## src/rtl/val2_shift_unit.sv

```systemverilog
// ARM data-processing operand-2 shifter: decodes the shifter operand at accept,
// then shifts/rotates up to STEP bits per cycle and holds the result until consumed.
module val2_shift_unit #(
  parameter int STEP   = 4,
  parameter int DATA_W = 32
) (
  input  logic              clk,
  input  logic              rst,
  input  logic              in_valid,
  output logic              in_ready,
  input  logic              mem_rw,
  input  logic              imm,
  input  logic [11:0]       shift_operand,
  input  logic [DATA_W-1:0] val_rm,
  input  logic [DATA_W-1:0] val_rs,
  input  logic              carry_in,
  output logic              out_valid,
  input  logic              out_ready,
  output logic [DATA_W-1:0] val2,
  output logic              carry_out
);

  if (DATA_W != 32) begin : g_bad_data_w
    $error("val2_shift_unit: DATA_W must be 32");
  end
  if (!(STEP == 1 || STEP == 2 || STEP == 4 || STEP == 8 || STEP == 16 || STEP == 32))
  begin : g_bad_step
    $error("val2_shift_unit: STEP must be 1, 2, 4, 8, 16 or 32");
  end

  typedef enum logic [1:0] {S_IDLE, S_SHIFT, S_DONE} state_t;
  typedef enum logic [2:0] {OP_LSL, OP_LSR, OP_ASR, OP_ROR, OP_RRX} shop_t;

  localparam logic [5:0] STEP_W = 6'(STEP);

  state_t              r_state;
  state_t              w_next_state;
  shop_t               r_op;
  shop_t               w_acc_op;
  logic [DATA_W-1:0]   r_val;
  logic                r_carry;
  logic [5:0]          r_rem;

  logic [DATA_W-1:0]   w_acc_val;
  logic                w_acc_carry;
  logic [5:0]          w_acc_eff;
  logic [4:0]          w_imm_amt;
  logic [7:0]          w_rs_amt;
  logic                w_accept;
  logic [5:0]          w_n;
  logic [DATA_W-1:0]   w_step_val;
  logic                w_step_carry;
  logic                w_unused_rs;

  assign w_imm_amt   = shift_operand[11:7];
  assign w_rs_amt    = val_rs[7:0];
  assign w_unused_rs = ^val_rs[DATA_W-1:8];
  assign w_accept    = in_valid & in_ready;
  assign w_n         = (r_rem < STEP_W) ? r_rem : STEP_W;

  // Accept-time decode: starting value, carry, operation and effective bit count.
  always_comb begin
    w_acc_val   = val_rm;
    w_acc_carry = carry_in;
    w_acc_eff   = '0;
    w_acc_op    = OP_ROR;
    if (mem_rw) begin
      w_acc_val = {20'h0, shift_operand};
    end else if (imm) begin
      w_acc_val = {24'h0, shift_operand[7:0]};
      w_acc_eff = {1'b0, shift_operand[11:8], 1'b0};
    end else if (!shift_operand[4]) begin
      case (shift_operand[6:5])
        2'b00: begin
          w_acc_op  = OP_LSL;
          w_acc_eff = {1'b0, w_imm_amt};
        end
        2'b01: begin
          w_acc_op  = OP_LSR;
          w_acc_eff = (w_imm_amt == 5'd0) ? 6'd32 : {1'b0, w_imm_amt};
        end
        2'b10: begin
          w_acc_op  = OP_ASR;
          w_acc_eff = (w_imm_amt == 5'd0) ? 6'd32 : {1'b0, w_imm_amt};
        end
        default: begin
          w_acc_op  = (w_imm_amt == 5'd0) ? OP_RRX : OP_ROR;
          w_acc_eff = (w_imm_amt == 5'd0) ? 6'd1 : {1'b0, w_imm_amt};
        end
      endcase
    end else begin
      case (shift_operand[6:5])
        2'b00: begin
          w_acc_op  = OP_LSL;
          w_acc_eff = (w_rs_amt > 8'd33) ? 6'd33 : w_rs_amt[5:0];
        end
        2'b01: begin
          w_acc_op  = OP_LSR;
          w_acc_eff = (w_rs_amt > 8'd33) ? 6'd33 : w_rs_amt[5:0];
        end
        2'b10: begin
          w_acc_op  = OP_ASR;
          w_acc_eff = (w_rs_amt > 8'd32) ? 6'd32 : w_rs_amt[5:0];
        end
        default: begin
          w_acc_op  = OP_ROR;
          w_acc_eff = {1'b0, w_rs_amt[4:0]};
          // A non-zero multiple of 32 rotates back to Rm; carry is its MSB.
          if (w_rs_amt[4:0] == 5'd0 && w_rs_amt != 8'd0) w_acc_carry = val_rm[31];
        end
      endcase
    end
  end

  // NOTE: blocking assignments inside always_comb are intentional here -- each
  // loop iteration must see the previous iteration's value, unlike the <= used for state.
  always_comb begin
    w_step_val   = r_val;
    w_step_carry = r_carry;
    for (int i = 0; i < STEP; i++) begin
      if (i < int'(w_n)) begin
        case (r_op)
          OP_LSL: begin
            w_step_carry = w_step_val[31];
            w_step_val   = {w_step_val[30:0], 1'b0};
          end
          OP_LSR: begin
            w_step_carry = w_step_val[0];
            w_step_val   = {1'b0, w_step_val[31:1]};
          end
          OP_ASR: begin
            w_step_carry = w_step_val[0];
            w_step_val   = {w_step_val[31], w_step_val[31:1]};
          end
          OP_ROR: begin
            w_step_carry = w_step_val[0];
            w_step_val   = {w_step_val[0], w_step_val[31:1]};
          end
          default: begin
            w_step_carry = w_step_val[0];
            w_step_val   = {r_carry, w_step_val[31:1]};
          end
        endcase
      end
    end
  end

  always_comb begin
    w_next_state = r_state;
    in_ready     = 1'b0;
    out_valid    = 1'b0;
    case (r_state)
      S_IDLE: begin
        in_ready = ~rst;
        if (in_valid & ~rst) w_next_state = (w_acc_eff == 6'd0) ? S_DONE : S_SHIFT;
      end
      S_SHIFT: begin
        if (r_rem <= STEP_W) w_next_state = S_DONE;
      end
      S_DONE: begin
        out_valid = 1'b1;
        if (out_ready) w_next_state = S_IDLE;
      end
      default: w_next_state = S_IDLE;
    endcase
  end

  // NOTE: only a handful of control/datapath flops exist, so all are reset
  // explicitly; there is no memory array whose reset would be costly.
  always_ff @(posedge clk) begin
    if (rst) begin
      r_state <= S_IDLE;
      r_val   <= '0;
      r_carry <= 1'b0;
      r_rem   <= '0;
      r_op    <= OP_LSL;
    end else begin
      r_state <= w_next_state;
      if (w_accept) begin
        r_val   <= w_acc_val;
        r_carry <= w_acc_carry;
        r_rem   <= w_acc_eff;
        r_op    <= w_acc_op;
      end else if (r_state == S_SHIFT) begin
        r_val   <= w_step_val;
        r_carry <= w_step_carry;
        r_rem   <= r_rem - w_n;
      end
    end
  end

  assign val2      = r_val;
  assign carry_out = r_carry;

endmodule

```

## config.mk

```make
export PLATFORM = sky130hd
export DESIGN_NAME = val2_shift_unit
export DESIGN_NICKNAME = d
export VERILOG_FILES = /design/src/rtl/val2_shift_unit.sv
export SDC_FILE = /design/constraint.sdc
export NUM_CORES = 1
export LEC_CHECK = 0
export CAP_MARGIN = 20
export CELL_PAD_IN_SITES_DETAIL_PLACEMENT = 1
export CELL_PAD_IN_SITES_GLOBAL_PLACEMENT = 1
export CORE_MARGIN = 2
export CORE_UTILIZATION = 40
export CTS_CLUSTER_DIAMETER = 200
export DETAILED_ROUTE_END_ITERATION = 6
export GPL_ROUTABILITY_DRIVEN = 1
export PLACE_DENSITY = 0.95
export SLEW_MARGIN = 20
export SYNTH_ARGS = -nofsm -noshare
export SYNTH_HDL_FRONTEND = slang
export SYNTH_SLANG_ARGS = --single-unit
```

## constraint.sdc

```tcl
create_clock -name clk -period 5.72 [get_ports clk]
set_clock_uncertainty 0.05 [all_clocks]
set_input_delay 1.144 -clock clk [delete_from_list [all_inputs] [get_ports clk]]
set_output_delay 1.144 -clock clk [all_outputs]
set_load 0.03 [all_outputs]
```

# Yosys cells after proc, flatten, opt, wreduce, memory -nomap -nowiden
# Cells that the tools add are included.
word_totals:
  ramBits: 0
  latch_bits: 0
  mem_bits_ro: 0
  wordCells: 94
  inputBits: 83
  regBits: 44
  memories: 0
classes:
  shift: 0
  add_sub_neg: 1
  multipliers: 0
  n_reduce_logical: 15
  mux: 52
  div_mod_pow: 0
  n_bitwise: 3
  eq_ne: 10
  order_cmp: 8
op_table:
  columns: ["cell", "n"]
  rows:
  - ["$pmux W32 S4", 4]
  - ["$mux W32", 8]
  - ["$mux W6", 9]
  - ["$pmux W6 S2", 2]
  - ["$mux W1", 17]
  - ["$gt A8 B6 Y1 const B", 2]
  - ["$lt A1 B6 Y1 const A", 2]
  - ["$lt A2 B6 Y1 const A", 2]
  - ["$mux W3", 4]
  - ["$pmux W2 S3", 2]
  - ["$logic_not A5 Y1", 2]
  - ["$pmux W3 S3", 1]
  - ["$mux W2", 4]
  - ["$reduce_bool A8 Y1", 1]
  - ["$eq A3 B2 Y1 const B", 2]
  - ["$le A6 B3 Y1 const B", 1]
  - ["$logic_not A6 Y1", 1]
  - ["$lt A6 B3 Y1 const B", 1]
  - ["$ne A2 B2 Y1 const B", 3]
  - ["$sub A6 B6 Y6", 1]
  - ["$mux W5", 1]
  - ["$reduce_bool A5 Y1", 1]
  - ["$eq A2 B1 Y1 const B", 2]
  - ["$eq A2 B2 Y1 const B", 2]
  - ["11 further kinds", 14]

# Depth between registers and ports, before layout
logic_depth:
  ltp_word: 12
  depth_mapped: 14

# Least setup slack after synthesis
# OpenSTA, ideal clock, no wires.
synth_timing:
  kind: "in2reg"
  start: "input rst"
  end: "register r_rem[4]"
  path_slack_ns: 2.324
  t_arrival_ns: 3.218
  path_stages: 9
  t_required_ns: 5.542
  cell_sequence: "clkbuf_1 > nor3_1 > and2_1 > clkbuf_1 > clkbuf_1 > buf_1 > o21ai_0 > o21ai_0 > nor2_1"
synth_between:
  elab_chain_len: 4
  word_cells_on_any_way: 5
  classes_between: "2 x mux; 2 x bitwise; 1 x reduce/logical"
synth_rtl:
  columns: ["item", "line_no", "text"]
  rows:
  - ["start, declared", "8", "input logic rst,"]
  - ["$not A1 Y1 *", "154", "in_ready = ~rst;"]
  - ["$mux W1 *", "152", "case (r_state)"]
  - ["via in_ready", "10", "output logic in_ready,"]
  - ["$and A1 B1 Y1 *", "58", "assign w_accept = in_valid & in_ready;"]
  - ["$mux W6 or $reduce_bool A2 Y1 (tied branches)", null, null]
  - ["end signal, assigned", "182", "r_rem <= w_acc_eff;"]
  - ["end signal, assigned", "187", "r_rem <= r_rem - w_n;"]
  - ["end, declared", "42", "logic [5:0] r_rem;"]
# The timed path passes the listed nets; every way through them passes the cells marked *.
# A chain may end at the register's enable or synchronous reset.

# Worst setup path in the final report
layout_timing:
  start: "input in_valid"
  end: "register r_val[12] (netlist: val2[12])"
layout_between:
  elab_chain_len: 2
  word_cells_on_any_way: 3
  classes_between: "1 x mux; 1 x bitwise; 1 x reduce/logical"
layout_rtl:
  columns: ["item", "line_no", "text"]
  rows:
  - ["start, declared", "9", "input logic in_valid,"]
  - ["$and A1 B1 Y1 *", "58", null]
  - ["$mux W32 or $reduce_bool A2 Y1 (tied branches)", null, null]
  - ["end signal, assigned", "180", "r_val <= w_acc_val;"]
  - ["end signal, assigned", "185", "r_val <= w_step_val;"]
  - ["end, declared", "40", "logic [DATA_W-1:0] r_val;"]
# Mark *: on every way between the ends. The rest lies on a longest branch, timed or not.

==> flow_metrics.tcl <==
set metrics [dict create \
    outcome "completed" \
    whs_path_depth 2 \
    routabilityCongestion 0.942 \
    async_reset_ff_share_pct 0 \
    p_clk_share_pct 15.2 \
    power_mw 2.33 \
    dieArea_um2 15800 \
    grt_pass1_vias 7900 \
    ir_drop_mv 0.150 \
    setup_viol 0 \
    nNetsFinal 995 \
    tns_ns 0 \
    crit_fanout 26 \
    viasPerCell 7.32 \
    cts_setup_buffers 0 \
    fillCellCount 1874 \
    yosysSeqAreaShare_pct 14.9 \
    worst-slew-pin-transition_ns 1.13 \
    syn_area_per_cell_um2 6.66 \
    switching_share_pct 53.9 \
    drive_gt1_share_pct 7.60 \
    fmax_mhz 251 \
    htree_levels 2 \
    synth_top_area_share_pct 14.9 \
    hold_path.class "reg -> reg" \
    worstRegToRegCells 8 \
    clock-sinks 44 \
    cp_num_cells 8 \
    numCtsBuffers 5 \
    switching_power_mw 1.25 \
    die_h_um 126 \
    path_buf_inv 2 \
    synth_cell_types 87 \
    fin_crit_ns 3.98 \
    leakage_nw 2.25 \
    dp_hpwl_um 17500 \
    crit_family "simple AND/OR/NAND/NOR gates" \
    worstSetupStartpointType "input pin" \
    synth_area_leaders "dfxtp_1 (15%), a21oi_1 (8.6%), o21ai_0 (5.8%), nand2_1 (5.5%), a211oi_1 (5.1%)" \
    drt_wl_total_um 26400 \
    clk_pin_slew_ns 0.07 \
    hold_violations 0 \
    grt_use_total_pct 32.0 \
    power_frac_comb_pct 65.5 \
    start_util_pct 40.8 \
    critPathCaptureType "flip-flop" \
    cts_resized 0 \
    cts_hold_buf 0 \
    syn_inst 888 \
    synth_fp_nets 976 \
    synth-seq-cells 44 \
    wl_per_cell_um 24.2 \
    cts_tree "done" \
    grt_pass1_wl_um 41600 \
    worstPathRequired_ns 5.88 \
    yosys_warnings 0 \
    antennaDiodeCount 0 \
    final_area_um2 6910 \
    grt_overflow_total 0 \
    cp.arrival_ns 4.14 \
    first_pass_iters 5 \
    maxCapViolCount 0 \
    ant_nets 0 \
    hold_slack_ns 0.535 \
    num_vias 7995 \
    synth_flop_cell "dfxtp_1" \
    fp-row-count 44 \
    core_area_um2 14500 \
    power_density_nw_per_um2 337 \
    cp_slowest_cell "or4b_2" \
    synth_top_area_cell "dfxtp_1" \
    grt_start_max_net_pins 70 \
    slew_viol_final 0 \
    synthTopCellsByCount "a21oi_1 (102), nand2_1 (86), nor2_1 (75)" \
    io_pins 118 \
    syn_area_um2 5910 \
    intPower_mw 1.07 \
    seqPwrFrac_pct 19.3 \
    clk_path_buf_depth 2 \
    rsz0062_at_grt "false" \
    synth_edf_count 0 \
    synthMostInstantiatedCell "a21oi_1" \
    cpPeakStageDelay_ns 0.94 \
    area_growth_pct 16.8 \
    worstSetupPathType "in -> reg" \
    placed_cell_area_um2 6740 \
    drcViolationCount 0 \
    fin_crit_sh_pct 69.6 \
    cts-root-buf "clkbuf_16" \
    die_w_um 126 \
    max-slew-margin-rel_pct 24.6 \
    antenna_found_initial 0 \
    crit_chain "clkdlybuf4s50_1, or4b_2, nor3_2, buf_4, a21oi_1, o41ai_1, nor3_1, a211oi_1" \
    drt-initial-drc-count 1078 \
    io_buffers 93 \
    clk_latency_ns 0.31 \
]
[worst paths after layout]
check	from	to	slack [ns]
max reg2reg	r_op[2]$_SDFFE_PP0P_	val2[25]$_SDFFE_PP0P_	2.10
max	in_valid	val2[12]$_SDFFE_PP0P_	1.74
min reg2reg	val2[21]$_SDFFE_PP0P_	val2[21]$_SDFFE_PP0P_	0.54
min	val2[21]$_SDFFE_PP0P_	val2[21]$_SDFFE_PP0P_	0.54
[worst reg2reg max path, stage by stage, from the launching register on]
cell and delay, ns:
dfxtp_1 0.74, or3_4 0.71, buf_4 0.59, mux2i_1 0.17
a211oi_1 0.47, a211oi_1 0.12, a211oi_1 0.23, o21ai_0 0.14
a211oi_1 0.30
[registers in the layout, summed over array words and instances (netlist names)]
name	cells
carry_out	1
val2	32
r_op	3
r_rem	6
r_state	2
[per-stage QoR]
step | utilization (%) | setup slack (ns) | std cells
after global placement | 46.6 | 1.65 | 1084
after CTS | 47.7 | 1.81 | 1092
after floorplan | - | 2.32 | 888
final | 47.7 | 1.74 | 1092
after global routing | 47.7 | 1.66 | 1092
after detailed placement | 46.6 | 1.54 | 1084
[routing by layer]
layer	wire length [um]	global-route usage (%)	up-vias
met4	1210	15.1	0
met3	2890	5.82	109
li1	-	-	3481
met1	10400	41.8	3802
met2	11900	51.0	603
met5	0	0	-
[power groups by stage]
| stage | Sequential (mW) | Combinational [mW] | Clock (mW) |
|---|---|---|---|
| floorplan | 0.463 | 1.04 | 0 |
| global placement | 0.447 | 1.42 | 0 |
| detailed placement | 0.449 | 1.46 | 0 |
| CTS | 0.442 | 1.47 | 0.352 |
| global route | 0.453 | 1.62 | 0.362 |
| finish | 0.450 | 1.53 | 0.354 |
[kinds of logic (layout without fill, tap and decap cells)]
logic type      count (synthesis)  count (layout)  synth area share, %
buf+inv                       107             127                 8.64
flops                          44              44                 14.9
xor+xnor                        1               1                0.148
fa+ha+maj                       5               5                 1.06
other cells                     1               1               0.0634
compound gates                398             398                 45.8
simple gates                  313             313                 25.9
mux                            19              19                 3.43
[placed cells by master (no fill, tap or decap), types with 14 or more instances in the layout]
cell / instances
nand3_1: 23
clkdlybuf4s50_1: 92
dfxtp_1: 44
a211oi_1: 40
nand2_1: 85
a22oi_1: 15
a21oi_1: 102
nor2_1: 73
a31oi_1: 23
mux2i_1: 18
o21ai_0: 68
nor3_1: 58
or3_1: 14
buf_4: 18
[final cells by class]
type                            instances  area [um2]  area share [%]
Multi-Input combinational cell        737        4540            65.7
Clock inverter                          2        35.0           0.507
Sequential cell                        44         881            12.8
Inverter                                8        30.0           0.435
Tap cell                              184         230            3.33
Timing Repair Buffer                  111        1060            15.4
Clock buffer                            6         129            1.87
Power figures use the tool's default switching activity.
==> RTL change: new RTL, config.mk and constraints unchanged <==
Reset style: asynchronous (`rst`), changed in one clocked block.
--- a/src/rtl/val2_shift_unit.sv
+++ b/src/rtl/val2_shift_unit.sv
@@ -167,7 +167,7 @@
 
   // NOTE: only a handful of control/datapath flops exist, so all are reset
   // explicitly; there is no memory array whose reset would be costly.
-  always_ff @(posedge clk) begin
+  always_ff @(posedge clk or posedge rst) begin
     if (rst) begin
       r_state <= S_IDLE;
       r_val   <= '0;
Behaviour: differs if rst is asserted again (counterexample within 4 cycles, from zero or initial values and one cycle with rst high); with rst held inactive, the same outputs for 4 cycles.
==> RTL change against the unedited design <==
  * First-iteration DRC count shrank 11%
  * Global-route usage increased by 0.96 points
  * Design area down 6.3%
  * Wire length decreased by 9.6%
  * Synthesized area is 9.2% lower
  * Worst setup slack better by 250 ps
  * Sequential cell count unchanged
  * Largest cell class unchanged
Power is not compared: it rests on default switching activity, and its combinational part moved more than twofold at a synthesized area within 25%.
==> RTL change: results (changes against the unedited design) <==
logic_synthesis:
  ys_types: 73  # -16%
  syn_inst: 784  # -12%
  synth_common_cells: "nand2_1, nor2_1, a21oi_1, o21ai_0, clkbuf_1"
  synthArstFlopShare_pct: 100.0  # +100 points
  synth_top_area_share_pct: 20.52  # +5.6 points
  yosysSeqAreaShare_pct: 20.52  # +5.6 points
  syn_nets: 872  # -11%
  synth_area_leaders: "dfrtp_1, a21oi_1, nand2_1"
clocking:
  htree_num_levels: 2  # unchanged
  numCtsBuffers: 5  # unchanged
detailed_routing:
  num_vias: 7105  # -11%
  drtIter0Drc: 961  # -11%
  wire_per_inst_um: 23.94  # -0.96%
final_layout:
  insertedDiodeCount: 0  # unchanged
  largest_reg_flops: 32  # unchanged
  nets: 908  # -8.7%
  instances_no_fill: 997  # -8.7%
  drive_gt1_share_pct: 6.334  # -1.3 points
min_path:
  min_from: "r_rem[5]$_DFFE_PP0P_"
  holdPathEnd: "r_rem[5]$_DFFE_PP0P_"
  min_path_cells: 2  # unchanged
sta:
  hold_slack_ps: 583.1  # +47.85 ps
  min_period_ps: 3728  # -251.2 ps
  tightestPinTransition_ps: 1027  # -101.8 ps
critical_path:
  timing.rr.start: "r_op[1]$_DFFE_PP0P_"
  crit_start: "val_rs[3]"
  endpoint: "r_state[1]$_DFFE_PP0P_"
  cpMaxStageDelayCell: "or4_1"
  reg2reg_to: "val2[3]$_DFFE_PP0P_"
  path_max_fanout: 5  # -81%
  arrival_ps: 3860  # -280 ps
  r2r_slack_ps: 2050  # -50 ps
  crit_path_max_incr_delay_ps: 610  # -330 ps
global_routing:
  grt_max_degree: 53  # -24%
  grt_first_pass_wirelength_mm: 37.85  # -9.0%
  gr-usage-all-layers_pct: 32.96  # +0.96 points
  grt_pass1_vias: 7201  # -8.8%
place:
  dp_hpwl_mm: 15.94  # -8.9%
  place_area_um2: 6302  # -6.5%
  place_inst: 989  # -8.8%
  gp_congestion: 0.9577  # +1.6%
  pre_cts_ws_ps: 1716  # +180.1 ps
outcome:
  status: "complete, no violations"
power_and_ir_drop:
  p_leak_nw: 2.400
==> RTL change: cell types whose count changed in the layout (fill, tap and decap cells not counted), moves of 14 or more <==
cell	before	now
a211oi_1	40	20
dfxtp_1	44	0
dfrtp_1	0	44
a21oi_1	102	85
nor3_1	58	30
nand2_1	85	102
o21ai_0	68	54
==> RTL change: logic make-up after synthesis <==
kind of cell | Yosys count | synth area share (%)
and+or+nand+nor | 298 | 25.72
DFF | 44 | 20.52
xor gates and xnor gates | 1 | 0.1632
muxes | 23 | 5.293
buffers and inverters | 90 | 7.437
AOI/OAI and AO/OA | 322 | 39.64
other | 1 | 0.06988
adders and majority gates | 5 | 1.166
==> RTL change: final cells by class <==
class,instances,area (um2)
multi-input cells,650,3885
fillers,1678,6719
well taps,176,220.2
clock buffers,5,125.1
flip-flops and latches,44,1101
inverters,8,31.28
clock inverters,3,42.54
repair buffers,111,1066
==> RTL change: metal layers <==
layer | wire, um | part of all wire [%] | vias to the layer above | track usage [%]
li1 | - | - | 3054 | -
met1 | 9245 | 39 | 3421 | 42.70
met2 | 10970 | 46 | 522 | 51.43
met3 | 2629 | 11 | 108 | 7.319
met4 | 1026 | 4.3 | 0 | 16.99
met5 | 0 | 0 | - | 0
==> RTL change: power by group <==
group,leakage [nW],switching [W],internal [W]
clock network,0.0798,0.000152,0.000206
registers,0.519,0.000361,0.000445
logic,1.80,0.00201,0.00116
total,2.40,0.00252,0.00181
==> RTL change: per-stage QoR <==
| stage | utilization, % | total power, W |
|---|---|---|
| after detailed placement | 47.78 | 0.003824 |
| after global routing | 49.06 | 0.004584 |
| after CTS | 49.05 | 0.004214 |
| after global placement | 47.78 | 0.003738 |
| final | 49.06 | 0.004326 |
| after floorplan | - | 0.002894 |
